## config.mk

```make
export PLATFORM = sky130hd
export DESIGN_NAME = multi_cycle_ctrl
export DESIGN_NICKNAME = d
export VERILOG_FILES = /design/src/rtl/multi_cycle_ctrl_pkg.sv /design/src/rtl/multi_cycle_ctrl_instr_class_dec.sv /design/src/rtl/multi_cycle_ctrl.sv
export SDC_FILE = /design/constraint.sdc
export NUM_CORES = 1
export LEC_CHECK = 0
export CAP_MARGIN = 0
export CORE_MARGIN = 1.5
export CORE_UTILIZATION = 45
export CTS_BUF_LIST = sky130_fd_sc_hd__clkbuf_8
export DETAILED_ROUTE_END_ITERATION = 8
export PLACE_DENSITY = 0.89
export SYNTH_ARGS = -nofsm -noshare
export SYNTH_HDL_FRONTEND = slang
export SYNTH_SLANG_ARGS = --single-unit
```

## constraint.sdc

```tcl
create_clock -name clk -period 2.46 [get_ports clk]
set_input_delay 0.492 -clock clk [delete_from_list [all_inputs] [get_ports clk]]
set_output_delay 0.492 -clock clk [all_outputs]
set_load 0.005 [all_outputs]
```

## src/rtl/multi_cycle_ctrl_pkg.sv

```systemverilog
`default_nettype none
// ============================================================================
// Module   : multi_cycle_ctrl_pkg
// Purpose  : Shared definitions for the multi-cycle MIPS-style controller.
//            Contents: FSM state encoding, latched instruction-class encoding,
//            ALU operation codes, immediate-extension codes, datapath select
//            codes and the opcode/funct constants recognised by the decoder.
// Revision : 1.0 - initial release
// ============================================================================
package multi_cycle_ctrl_pkg;

   // FSM states; the encoding is visible on the controller's state port.
   typedef enum logic [2:0] {
      ST_IF  = 3'd0,
      ST_ID  = 3'd1,
      ST_EX  = 3'd2,
      ST_MEM = 3'd3,
      ST_WB  = 3'd4
   } state_t;

   // Instruction class latched at the end of ID.
   typedef enum logic [3:0] {
      CL_RTYPE   = 4'd0,
      CL_ORI     = 4'd1,
      CL_LUI     = 4'd2,
      CL_SLTI    = 4'd3,
      CL_LW      = 4'd4,
      CL_SW      = 4'd5,
      CL_BEQ     = 4'd6,
      CL_BNE     = 4'd7,
      CL_J       = 4'd8,
      CL_ILLEGAL = 4'd9
   } instr_class_t;

   // ALU operation codes driven on Aluctrl.
   localparam logic [4:0] ALU_ADDU = 5'd0;
   localparam logic [4:0] ALU_SUBU = 5'd1;
   localparam logic [4:0] ALU_ADD  = 5'd2;
   localparam logic [4:0] ALU_SUB  = 5'd3;
   localparam logic [4:0] ALU_AND  = 5'd4;
   localparam logic [4:0] ALU_OR   = 5'd5;
   localparam logic [4:0] ALU_SLL  = 5'd6;
   localparam logic [4:0] ALU_SRL  = 5'd7;
   localparam logic [4:0] ALU_SLT  = 5'd8;
   localparam logic [4:0] ALU_EQL  = 5'd9;
   localparam logic [4:0] ALU_BNE  = 5'd10;

   // Immediate extension modes driven on ExtOp.
   localparam logic [1:0] EXT_ZERO    = 2'd0;
   localparam logic [1:0] EXT_SIGNED  = 2'd1;
   localparam logic [1:0] EXT_HIGHPOS = 2'd2;

   // ALU operand-B selects driven on AluSrcB.
   localparam logic [1:0] SRCB_REG    = 2'd0;   // rt register
   localparam logic [1:0] SRCB_FOUR   = 2'd1;   // constant 4 (PC increment)
   localparam logic [1:0] SRCB_IMM    = 2'd2;   // extended immediate
   localparam logic [1:0] SRCB_BRANCH = 2'd3;   // extended immediate << 2

   // PC source selects driven on PCSource.
   localparam logic [1:0] PCSRC_SEQ    = 2'd0;
   localparam logic [1:0] PCSRC_BRANCH = 2'd1;
   localparam logic [1:0] PCSRC_JUMP   = 2'd2;

   // Opcodes (IR[31:26]).
   localparam logic [5:0] OP_RTYPE = 6'b000000;
   localparam logic [5:0] OP_J     = 6'b000010;
   localparam logic [5:0] OP_BEQ   = 6'b000100;
   localparam logic [5:0] OP_BNE   = 6'b000101;
   localparam logic [5:0] OP_SLTI  = 6'b001010;
   localparam logic [5:0] OP_ORI   = 6'b001101;
   localparam logic [5:0] OP_LUI   = 6'b001111;
   localparam logic [5:0] OP_LW    = 6'b100011;
   localparam logic [5:0] OP_SW    = 6'b101011;

   // R-type function codes (IR[5:0]).
   localparam logic [5:0] FN_SLL  = 6'b000000;
   localparam logic [5:0] FN_SRL  = 6'b000010;
   localparam logic [5:0] FN_ADD  = 6'b100000;
   localparam logic [5:0] FN_ADDU = 6'b100001;
   localparam logic [5:0] FN_SUB  = 6'b100010;
   localparam logic [5:0] FN_SUBU = 6'b100011;
   localparam logic [5:0] FN_AND  = 6'b100100;
   localparam logic [5:0] FN_OR   = 6'b100101;
   localparam logic [5:0] FN_SLT  = 6'b101010;

endpackage
`default_nettype wire

```

## src/rtl/multi_cycle_ctrl_instr_class_dec.sv

```systemverilog
`default_nettype none
// ============================================================================
// Module   : instr_class_dec
// Purpose  : Purely combinational opcode/funct decode into an instruction
//            class plus the ALU operation an R-type instruction needs in EX.
// Ports    : opcode    in  6  IR[31:26]
//            funct     in  6  IR[5:0]
//            cls       out    decoded instruction class (CL_ILLEGAL if unknown)
//            rtype_alu out 5  ALU op for R-type funct (ALU_ADDU otherwise)
// Revision : 1.0 - initial release
// ============================================================================
module instr_class_dec
   import multi_cycle_ctrl_pkg::*;
(
   input  logic [5:0]   opcode,
   input  logic [5:0]   funct,
   output instr_class_t cls,
   output logic [4:0]   rtype_alu
);

   always_comb begin
      cls       = CL_ILLEGAL;
      rtype_alu = ALU_ADDU;
      case (opcode)
         OP_RTYPE: begin
            cls = CL_RTYPE;
            case (funct)
               FN_ADDU: rtype_alu = ALU_ADDU;
               FN_SUBU: rtype_alu = ALU_SUBU;
               FN_ADD:  rtype_alu = ALU_ADD;
               FN_SUB:  rtype_alu = ALU_SUB;
               FN_AND:  rtype_alu = ALU_AND;
               FN_OR:   rtype_alu = ALU_OR;
               FN_SLL:  rtype_alu = ALU_SLL;
               FN_SRL:  rtype_alu = ALU_SRL;
               FN_SLT:  rtype_alu = ALU_SLT;
               // An R-type with an unknown funct is as undecodable as an
               // unknown opcode.
               default: cls = CL_ILLEGAL;
            endcase
         end
         OP_ORI:  cls = CL_ORI;
         OP_LUI:  cls = CL_LUI;
         OP_SLTI: cls = CL_SLTI;
         OP_LW:   cls = CL_LW;
         OP_SW:   cls = CL_SW;
         OP_BEQ:  cls = CL_BEQ;
         OP_BNE:  cls = CL_BNE;
         OP_J:    cls = CL_J;
         default: cls = CL_ILLEGAL;
      endcase
   end

endmodule
`default_nettype wire

```

## src/rtl/multi_cycle_ctrl.sv

```systemverilog
`default_nettype none
// ============================================================================
// Module   : multi_cycle_ctrl
// Purpose  : Five-state (IF/ID/EX/MEM/WB) control unit for a multi-cycle
//            MIPS-subset datapath. Outputs are decoded from the current state
//            and the instruction class latched in ID; IF/MEM additionally
//            react to mem_ready and EX branches to alu_zero.
// Config   : JUMP_EARLY_EN - when defined, J completes in ID (2 cycles)
//            instead of in EX (3 cycles).
// Params   : MEM_TIMEOUT - consecutive mem_ready=0 cycles tolerated in IF/MEM
//            before the access is aborted; 0 disables the abort.
// Ports    : clk, rst (sync, active-high); OpCode/funct instruction fields;
//            alu_zero, mem_ready status inputs; datapath strobes/selects
//            PCWrite IorD MemR MemW IRWrite RegDst Mem2R RegW AluSrcA
//            AluSrcB PCSource ExtOp Aluctrl; state (current FSM state);
//            illegal (1-cycle pulse, undecodable instruction in ID);
//            timeout (1-cycle pulse, memory access aborted).
// Revision : 1.0 - initial release
// ============================================================================
module multi_cycle_ctrl
   import multi_cycle_ctrl_pkg::*;
#(
   parameter int unsigned MEM_TIMEOUT = 0
) (
   input  logic       clk,
   input  logic       rst,
   input  logic [5:0] OpCode,
   input  logic [5:0] funct,
   input  logic       alu_zero,
   input  logic       mem_ready,
   output logic       PCWrite,
   output logic       IorD,
   output logic       MemR,
   output logic       MemW,
   output logic       IRWrite,
   output logic       RegDst,
   output logic       Mem2R,
   output logic       RegW,
   output logic       AluSrcA,
   output logic [1:0] AluSrcB,
   output logic [1:0] PCSource,
   output logic [1:0] ExtOp,
   output logic [4:0] Aluctrl,
   output logic [2:0] state,
   output logic       illegal,
   output logic       timeout
);

   localparam int unsigned CNT_W = (MEM_TIMEOUT < 2) ? 1 : $clog2(MEM_TIMEOUT + 1);

   state_t       cur_state;
   state_t       nxt_state;
   instr_class_t cls_q;
   instr_class_t dec_cls;
   logic [4:0]   alu_q;
   logic [4:0]   dec_alu;
   logic         abort;

   // Strobes before the reset / abort qualification.
   logic pc_write_raw;
   logic ir_write_raw;
   logic mem_r_raw;
   logic mem_w_raw;
   logic reg_w_raw;
   logic illegal_raw;

   // The IR is only stable from ID onward, so the decode result is used
   // live in ID and otherwise only through the copy latched at ID exit.
   instr_class_dec u_dec (
      .opcode    (OpCode),
      .funct     (funct),
      .cls       (dec_cls),
      .rtype_alu (dec_alu)
   );

   // ------------------------------------------------------------------
   // Memory wait watchdog
   // ------------------------------------------------------------------
   generate
      if (MEM_TIMEOUT > 0) begin : g_timeout
         logic [CNT_W-1:0] wait_cnt;
         logic             mem_wait;

         assign mem_wait = ((cur_state == ST_IF) || (cur_state == ST_MEM)) && !mem_ready;
         // Fires on the MEM_TIMEOUT-th consecutive stalled cycle.
         assign abort    = mem_wait && (wait_cnt == CNT_W'(MEM_TIMEOUT - 1));

         // Any cycle that is not a continuing stall (ready, other state, or
         // the abort itself) restarts the count, so it never carries over
         // from one access to the next.
         always_ff @(posedge clk) begin
            if (rst || !mem_wait || abort) begin
               wait_cnt <= '0;
            end else begin
               wait_cnt <= wait_cnt + CNT_W'(1);
            end
         end
      end else begin : g_no_timeout
         assign abort = 1'b0;
      end
   endgenerate

   // ------------------------------------------------------------------
   // State and class registers
   // ------------------------------------------------------------------
   always_ff @(posedge clk) begin
      if (rst) begin
         cur_state <= ST_IF;
         cls_q     <= CL_RTYPE;
         alu_q     <= ALU_ADDU;
      end else begin
         cur_state <= nxt_state;
         if (cur_state == ST_ID) begin
            cls_q <= dec_cls;
            alu_q <= dec_alu;
         end
      end
   end

   // ------------------------------------------------------------------
   // Next-state and output decode
   // ------------------------------------------------------------------
   always_comb begin
      nxt_state    = cur_state;
      pc_write_raw = 1'b0;
      ir_write_raw = 1'b0;
      mem_r_raw    = 1'b0;
      mem_w_raw    = 1'b0;
      reg_w_raw    = 1'b0;
      illegal_raw  = 1'b0;
      IorD         = 1'b0;
      RegDst       = 1'b0;
      Mem2R        = 1'b0;
      AluSrcA      = 1'b0;
      AluSrcB      = SRCB_REG;
      PCSource     = PCSRC_SEQ;
      ExtOp        = EXT_ZERO;
      Aluctrl      = ALU_ADDU;

      case (cur_state)
         ST_IF: begin
            mem_r_raw = 1'b1;
            // The PC increment happens in the same cycle the fetch lands.
            if (mem_ready) begin
               ir_write_raw = 1'b1;
               pc_write_raw = 1'b1;
               PCSource     = PCSRC_SEQ;
               AluSrcB      = SRCB_FOUR;
               Aluctrl      = ALU_ADDU;
               nxt_state    = ST_ID;
            end
         end

         ST_ID: begin
            // Branch target PC + (sext(imm) << 2) is computed speculatively.
            AluSrcB = SRCB_BRANCH;
            ExtOp   = EXT_SIGNED;
            Aluctrl = ALU_ADD;
            case (dec_cls)
               CL_ILLEGAL: begin
                  illegal_raw = 1'b1;
                  nxt_state   = ST_IF;
               end
`ifdef JUMP_EARLY_EN
               CL_J: begin
                  PCSource     = PCSRC_JUMP;
                  pc_write_raw = 1'b1;
                  nxt_state    = ST_IF;
               end
`endif
               default: nxt_state = ST_EX;
            endcase
         end

         ST_EX: begin
            // Operand A is rs for every EX operation except the jump.
            AluSrcA   = 1'b1;
            nxt_state = ST_WB;
            case (cls_q)
               CL_RTYPE: begin
                  AluSrcB = SRCB_REG;
                  Aluctrl = alu_q;
               end
               CL_ORI: begin
                  AluSrcB = SRCB_IMM;
                  ExtOp   = EXT_ZERO;
                  Aluctrl = ALU_OR;
               end
               CL_LUI: begin
                  AluSrcB = SRCB_IMM;
                  ExtOp   = EXT_HIGHPOS;
                  Aluctrl = ALU_ADDU;
               end
               CL_SLTI: begin
                  AluSrcB = SRCB_IMM;
                  ExtOp   = EXT_SIGNED;
                  Aluctrl = ALU_SLT;
               end
               CL_LW, CL_SW: begin
                  AluSrcB   = SRCB_IMM;
                  ExtOp     = EXT_SIGNED;
                  Aluctrl   = ALU_ADD;
                  nxt_state = ST_MEM;
               end
               CL_BEQ, CL_BNE: begin
                  // The ALU raises alu_zero when the branch condition holds.
                  AluSrcB      = SRCB_REG;
                  Aluctrl      = (cls_q == CL_BEQ) ? ALU_EQL : ALU_BNE;
                  PCSource     = PCSRC_BRANCH;
                  pc_write_raw = alu_zero;
                  nxt_state    = ST_IF;
               end
               CL_J: begin
                  AluSrcA      = 1'b0;
                  PCSource     = PCSRC_JUMP;
                  pc_write_raw = 1'b1;
                  nxt_state    = ST_IF;
               end
               default: begin
                  AluSrcA   = 1'b0;
                  nxt_state = ST_IF;
               end
            endcase
         end

         ST_MEM: begin
            IorD      = 1'b1;
            mem_r_raw = (cls_q == CL_LW);
            mem_w_raw = (cls_q == CL_SW);
            if (abort) begin
               nxt_state = ST_IF;
            end else if (mem_ready) begin
               nxt_state = (cls_q == CL_LW) ? ST_WB : ST_IF;
            end
         end

         ST_WB: begin
            reg_w_raw = 1'b1;
            RegDst    = (cls_q == CL_RTYPE);
            Mem2R     = (cls_q == CL_LW);
            nxt_state = ST_IF;
         end

         default: nxt_state = ST_IF;
      endcase
   end

   // Reset kills every strobe immediately, even mid-instruction; an abort
   // cycle suppresses the architectural writes only.
   assign PCWrite = pc_write_raw & ~rst & ~abort;
   assign IRWrite = ir_write_raw & ~rst & ~abort;
   assign MemW    = mem_w_raw    & ~rst & ~abort;
   assign RegW    = reg_w_raw    & ~rst & ~abort;
   assign MemR    = mem_r_raw    & ~rst;
   assign illegal = illegal_raw  & ~rst;
   assign timeout = abort        & ~rst;
   assign state   = cur_state;

endmodule
`default_nettype wire

```

==> qor.txt, run 1 <==
Largest net degree at the start of global routing - 14
DR vias - 1,369
Area Overhead vs Synth - 62.86%
CTS root buffer - clkbuf_8
Max Clk Rate - 414.7 MHz
Switching share of total power - 28.06%
Layout fillers - 163
Buffers on Ports - 38
Comb power frac - 32.8%
Final hold vios - 0
Post-Synthesis Cells - 143
Synthesized cell area - 0.001041 sq mm
Slew HR - 59.72%
Peak VDD IR - 0.2311 mV
Synth unique cells - 54
Initial antenna violation count - 0
Min Tclk post-route - 2.411 ns
Leak - 0.6831 nW
# hold bufs at CTS - 0
CORE AREA - 0.002191 sq mm
Sequential element share of the synthesized area - 21.15%
Worst Tran Pin Value - 0.6029 ns
CTS clk-pin slew, worst paths - 0.05 ns
Yosys warns - 0
Buf+Inv Stages, Crit Path - 7
Vias in the first global route - 1,325
Initial core utilization - 47.52%
P_sw - 0.0001511 W
Largest stage delay on the critical path - 0.46 ns
Final Max Slew Viols - 0
DR DRC count - 0
Ratio of cells with drive above 1 in the final layout - 27.32%
CP cell instances - clkdlybuf4s50_1 > a21bo_2 > a211oi_2 > o21ai_1 > buf_4 > buf_4 > buf_4 > buf_4 > buf_4 > buf_4 > a32o_1
DRT Wirelength - 3.408 mm
HP Class - reg2reg
Yosys top cell by area - dfxtp_1
Inserted Clock Buffers - 3
Rows - 17
Async SR Flop Fraction - 0%
Die Width - 51.10 um
MaxCap Viol Count - 0
Die H - 51.10 um
Final Total Pwr - 0.0005384 W
Slowest stage cell, crit path - clkdlybuf4s50_1
Footprint of the multi-input gates - 752.0 sq um
Worst Skew - 0.001822 ns
Die area - 0.002611 sq mm
Setup CP Type - in2reg
Setup crit end kind - flip-flop
Primary FF master, synth - dfxtp_1
DP HPWL - 2.505 mm
First-pass GRT wire length - 5.664 mm
GRT Overall Usage - 28.35%
Placement Setup Slack - -0.3902 ns
Worst setup SP type - input pin
Antenna-violating nets left - 0
Drt pass-1 iters - 4
Maximum fanout along the worst path - 4
Critical path required time - 2.59 ns
Clk_lat worst skew - 0.24 ns
Antenna diodes - 0
CP delay by family, top - buffers and inverters
Routed wire per std cell - 14.63 um
Register area - 222.7 sq um
Vias/cell - 5.876
Outcome - finished clean
Most used cell along the critical path - buf_4
Final setup vio count - 0
Bufs on Longest Clock Path - 2
Clock Sinks - 11
Top-Level Pins - 41
Largest cells by area after synthesis - dfxtp_1 21%, nor2_1 6.5%, nand2_1 4.3%
Grt total ovfl - 0
CTS tree - built
Fin worst setup slack - 0.04870 ns
Cell-internal power - 0.0003873 W
Avg Inst Size Synth - 7.280 sq um
DRT iter0 DRCs - 49
Yosys top cell area share - 21.15%
FF+latch count, synth - 11
Final #Nets - 222
H-tree depth - 1
RSZ-0062 raised after global routing - false
WP data arrival - 2.54 ns
EDFF count, synth - 0
Final worst-path cycle share - 98.02%
Power per standard cell area - 317.6 mW/mm^2
Flop pwr share - 35.0%
Clock power frac - 32.2%
GP Congestion - 0.7609
per-layer routing:
metal / vias to the layer above / wire length (um) / GRT usage, %
met2: 65 / 1834 / 56.71
met4: 0 / 116 / 15.32
met1: 649 / 1253 / 27.24
met5: - / 0 / 0
met3: 13 / 204 / 3.801
li1: 642 / - / -
cell usage in the layout, fill, tap and decap left out, drive strengths merged, types with 3 or more instances in the layout:
master         netlist  layout
nor2                19      19
a21oi                5       5
nor3b                5       5
nand2               12      12
clkdlybuf4s50        0      30
nand2b               6       6
a311oi               3       3
a211oi               3       3
dlygate4sd2          0       5
clkbuf               8       3
o21ai               11      11
nor3                 9       9
nor4                 3       3
inv                  5       6
dfxtp               11      11
buf                  6      34
nor2b                3       3
through the flow:
stage / TNS [ns] / util (%) / instance area (sq um) / hold WS, ns / cells
finish: 0 / 77.38 / 1695 / 0.4540 / 233
global route: 0 / 77.38 / 1695 / 0.4899 / 233
CTS: 0 / 76.36 / 1673 / 0.4558 / 232
detailed placement: -0.4218 / 72.36 / 1585 / 0.4495 / 223
global placement: -0.3462 / 72.36 / 1585 / 0.4382 / 223
floorplan: 0 / - / 1045 / 0.4221 / 144
kinds of logic after synthesis:
group / count (synthesis) / share of synthesized area (%)
AND/OR/NAND/NOR: 73 / 41.23
AO/OA/AOI/OAI: 36 / 25.36
buffers and inverters: 19 / 9.255
flip-flops: 11 / 21.15
XOR/XNOR: 2 / 1.683
multiplexers: 1 / 0.9616
other: 1 / 0.3602
layout make-up:
cell class | instances | share of cell area, %
clock inverters | 1 | 0.2214
clock buffers | 3 | 2.435
multi-input cells | 114 | 44.35
well taps | 28 | 2.066
flip-flops and latches | 11 | 13.14
inverters | 5 | 1.107
repair buffers | 71 | 36.68
flip-flops by register name, summed over array words and instances, names as in the netlist:
name,count
alu_q,4
cls_q,4
state,3
path summary, 6_finish.rpt:
path                                       startpoint                    end  slack, ns  depth (start not counted)
worst min-delay path            alu_q[2]$_SDFFE_PP0P_  alu_q[2]$_SDFFE_PP0P_       0.45                          2
worst min register to register  alu_q[2]$_SDFFE_PP0P_  alu_q[2]$_SDFFE_PP0P_       0.45                          2
worst max-delay path                         funct[5]  state[1]$_SDFFE_PP0P_       0.05                         11
worst max register to register  state[2]$_SDFFE_PP0P_  alu_q[1]$_SDFFE_PP0P_       0.87                          6
timing repair:
item                       in CTS  in global routing
setup endpoints to repair       3                 10
pin swaps                       3                  3
gates resized for setup        12                  6
gates cloned                    0                  0
setup buffers                   5                  1
power groups by stage:
stage,clock network [W],logic (W),registers (W)
2_1_floorplan,0,0.0000773,0.000190
3_3_place_gp,0,0.000163,0.000191
3_5_place_dp,0,0.000170,0.000191
4_1_cts,0.000174,0.000171,0.000188
5_1_grt,0.000185,0.000190,0.000189
6_report,0.000174,0.000176,0.000189
tightest hold or removal path: cells and delay by family, from the launching register on:
| family | cells | cell delay [ns] |
|---|---|---|
| and+or+nand+nor | 1 | 0.05 |
| AOI/OAI and AO/OA | 1 | 0.05 |
| DFF | 1 | 0.30 |
cell usage after synthesis (2+ instances only):
cell,number
clkbuf_1,8
xor2_1,2
nand2b_1,6
nor3b_1,5
a21oi_1,5
buf_2,2
dfxtp_1,11
o21ai_0,4
nor4_1,2
buf_6,2
a211oi_1,3
nand4b_1,2
buf_4,2
nor2b_1,3
nor3_1,8
inv_2,2
nor2_1,18
o21ai_1,7
nand2_1,12
inv_1,3
or3b_1,2
a311oi_1,2
Power figures use the tool's default switching activity.
==> inputs of run 2 (changes only) <==
CORE_UTILIZATION = 40   (was 45)
PLACE_DENSITY = 0.84   (was 0.89)
clock period = 1.9 ns   (was 2.46 ns; I/O delays follow)
==> run 2 against run 1 <==
The flow now finishes with violations (setup timing). Power up 36%. Clock power up 35%. Flip-flop and latch count unchanged. Via count up 2.8%. Clock skew down 0.00077 ns. Global-route usage up 1.1 points. Register-to-register slack worse by 0.57 ns. First-iteration DRC count down 49%. Sequential power up 30%. Worst hold slack better by 0.0073 ns. Wire length up 14%. Critical path type is now reg2out. Largest cell class unchanged.
==> qor.txt, run 2 (synthesis gave the netlist of run 1 again) <==
Initial core utilization - 42.02% (-5.5 points)
Failing checks - setup timing
Setup CP Type - reg2out
MaxCap Viol Count - 0 (unchanged)
Most common cell after layout, fill and taps aside - buf_4
DRT Wirelength - 3.875 mm (+14%)
Cells after DPL - 240 (+7.6%)
CORE AREA - 0.002477 sq mm (+13%)
Hold Crit Depth - 2 (unchanged)
Leak - 0.8580 nW (+26%)
CTS tree - built
WP data arrival - 1.55 ns (-0.99 ns)
Rows - 18 (+1)
Final worst-path cycle share - 101.8%
CTS root buffer - clkbuf_8
Worst Skew - 0.001054 ns (-0.0007681 ns)
Vias in the first global route - 1,373 (+3.6%)
CTS clk-pin slew, worst paths - 0.05 ns (about the same)
Slew HR - 60.29% (+0.57 points)
Final #Nets - 242 (+9.0%)
Initial antenna violation count - 0 (unchanged)
Maximum fanout along the worst path - 4 (unchanged)
RSZ-0062 raised after global routing - true
Most frequent cells in the layout - 43 x buf_4, 15 x nor2_1, 12 x buf_6, 11 x nand2_1, 11 x buf_2
Final Max Slew Viols - 0 (unchanged)
DR DRC count - 0 (unchanged)
Core Util, Final - 77.58% (+0.19 points)
DRT iter0 DRCs - 25 (-49%)
Final hold vios - 0 (unchanged)
Final setup vio count - 5 (+5)
Min Tclk post-route - 1.934 ns
Antenna diodes - 0 (unchanged)
Worst flop-to-flop path startpoint - state[2]$_SDFFE_PP0P_
Top-Level Pins - 41 (unchanged)
Total negative slack - -0.1067 ns (-0.1067 ns)
GRT Overall Usage - 29.41% (+1.1 points)
Antenna-violating nets left - 0 (unchanged)
Slowest stage cell, crit path - or3_4
DP HPWL - 2.534 mm (+1.1%)
Setup crit end kind - output pin
Most used cell along the critical path - buf_6
Die Width - 54.02 um (+5.7%)
Worst Tran Pin Value - 0.5943 ns (-0.008527 ns)
Critical Path Start - state[2]$_SDFFE_PP0P_
Post-route insts no fill - 255 (+9.4%)
Layout fillers - 184 (+13%)
Fin worst setup slack - -0.03407 ns (-0.08278 ns)
Die H - 54.02 um (+5.7%)
Register area - 227.7 sq um (+2.2%)
Inserted Clock Buffers - 3 (unchanged)
Ratio of cells with drive above 1 in the final layout - 50.67% (+23 points)
HP Class - reg2reg
Final Total Pwr - 0.0007340 W (+36%)
Worst setup SP type - flip-flop
Largest stage delay on the critical path - 0.36 ns (-0.10 ns)
Bufs on Longest Clock Path - 2 (unchanged)
Hold path startpoint - alu_q[2]$_SDFFE_PP0P_
Max Clk Rate - 517.0 MHz
GP Congestion - 0.8292 (+9.0%)
DR vias - 1,408 (+2.8%)
Critical path required time - 1.52 ns (-1.07 ns)
Routed wire per std cell - 15.20 um (+3.9%)
Area Overhead vs Synth - 84.62%
Worst Reg-to-Reg Cells - 6 (unchanged)
Clk_lat worst skew - 0.25 ns (about the same)
Grt total ovfl - 0 (unchanged)
Peak VDD IR - 0.4923 mV (+110%)
Clock Sinks - 11 (unchanged)
Placement Setup Slack - -0.7541 ns (-0.3639 ns)
CP cell instances - nand2b_4 > or3_4 > buf_6 > buf_6 > o21ai_1 > buf_2
# hold bufs at CTS - 0 (unchanged)
Largest net degree at the start of global routing - 14 (unchanged)
Buffers on Ports - 38 (unchanged)
First-pass GRT wire length - 6.058 mm (+7.0%)
H-tree depth - 1 (unchanged)
Outcome - finished with violations
Power per standard cell area - 381.9 mW/mm^2 (+20%)
Drt pass-1 iters - 4 (unchanged)
Footprint of the multi-input gates - 860.8 sq um (+14%)
Die area - 0.002918 sq mm (+12%)
Vias/cell - 5.522 (-6.0%)
-- run 2: cell types whose count changed in the layout (fill, tap and decap cells not counted), moves of 4 or more --
| cell | before | now |
|---|---|---|
| dfxtp_2 | 2 | 6 |
| dlygate4sd2_1 | 5 | 9 |
| buf_4 | 33 | 43 |
| buf_2 | 1 | 11 |
| dfxtp_1 | 9 | 5 |
| buf_6 | 0 | 12 |
| clkbuf_2 | 0 | 5 |
| clkdlybuf4s50_1 | 30 | 6 |
-- run 2: critical path: cells and delay by family (launching register included) --
family	cells	cell delay, ns
and+or+nand+nor	2	0.50
buffers and inverters	3	0.38
DFF	1	0.32
AOI/OAI and AO/OA	1	0.10
-- run 2: cell type report --
cell class              count  area share [%]
clock buffers               3           2.148
multi-input cells         114           44.79
flip-flops and latches     11           11.85
well taps                  30           1.953
inverters                   5          0.9766
repair buffers             91           38.09
clock inverters             1          0.1953
-- run 2: worst paths after layout --
path,end,slack (ns)
max,AluSrcB[1],-0.03
min,alu_q[2]$_SDFFE_PP0P_,0.46
max reg2reg,alu_q[3]$_SDFFE_PP0P_,0.30
min reg2reg,alu_q[2]$_SDFFE_PP0P_,0.46
-- run 2: through the flow --
stage | area, sq um | hold WS, ns
after global routing | 1922 | 0.4935
after floorplan | 1045 | 0.4221
after detailed placement | 1700 | 0.4532
after CTS | 1874 | 0.4598
final | 1922 | 0.4613
after global placement | 1700 | 0.4359
-- run 2: power breakdown --
group          leakage (nW)  switching [W]  internal [W]
sequential           0.0920     0.00000643      0.000238
clock                0.0269      0.0000931      0.000142
combinational         0.739       0.000122      0.000132
total                 0.858       0.000221      0.000513
-- run 2: per-layer routing --
metal	track usage, %	up-vias	share of wire [%]
met5	0	-	0
met4	17.50	0	2.8
met3	4.444	11	6.0
met2	58.13	56	56
met1	27.95	658	36
li1	-	683	-
-- run 2: timing repair --
| action | in CTS | in global routing |
|---|---|---|
| pin swaps | 9 | 10 |
| endpoints found under the setup margin | 20 | 18 |
| setup buffers | 11 | 1 |
| resized for setup | 103 | 29 |
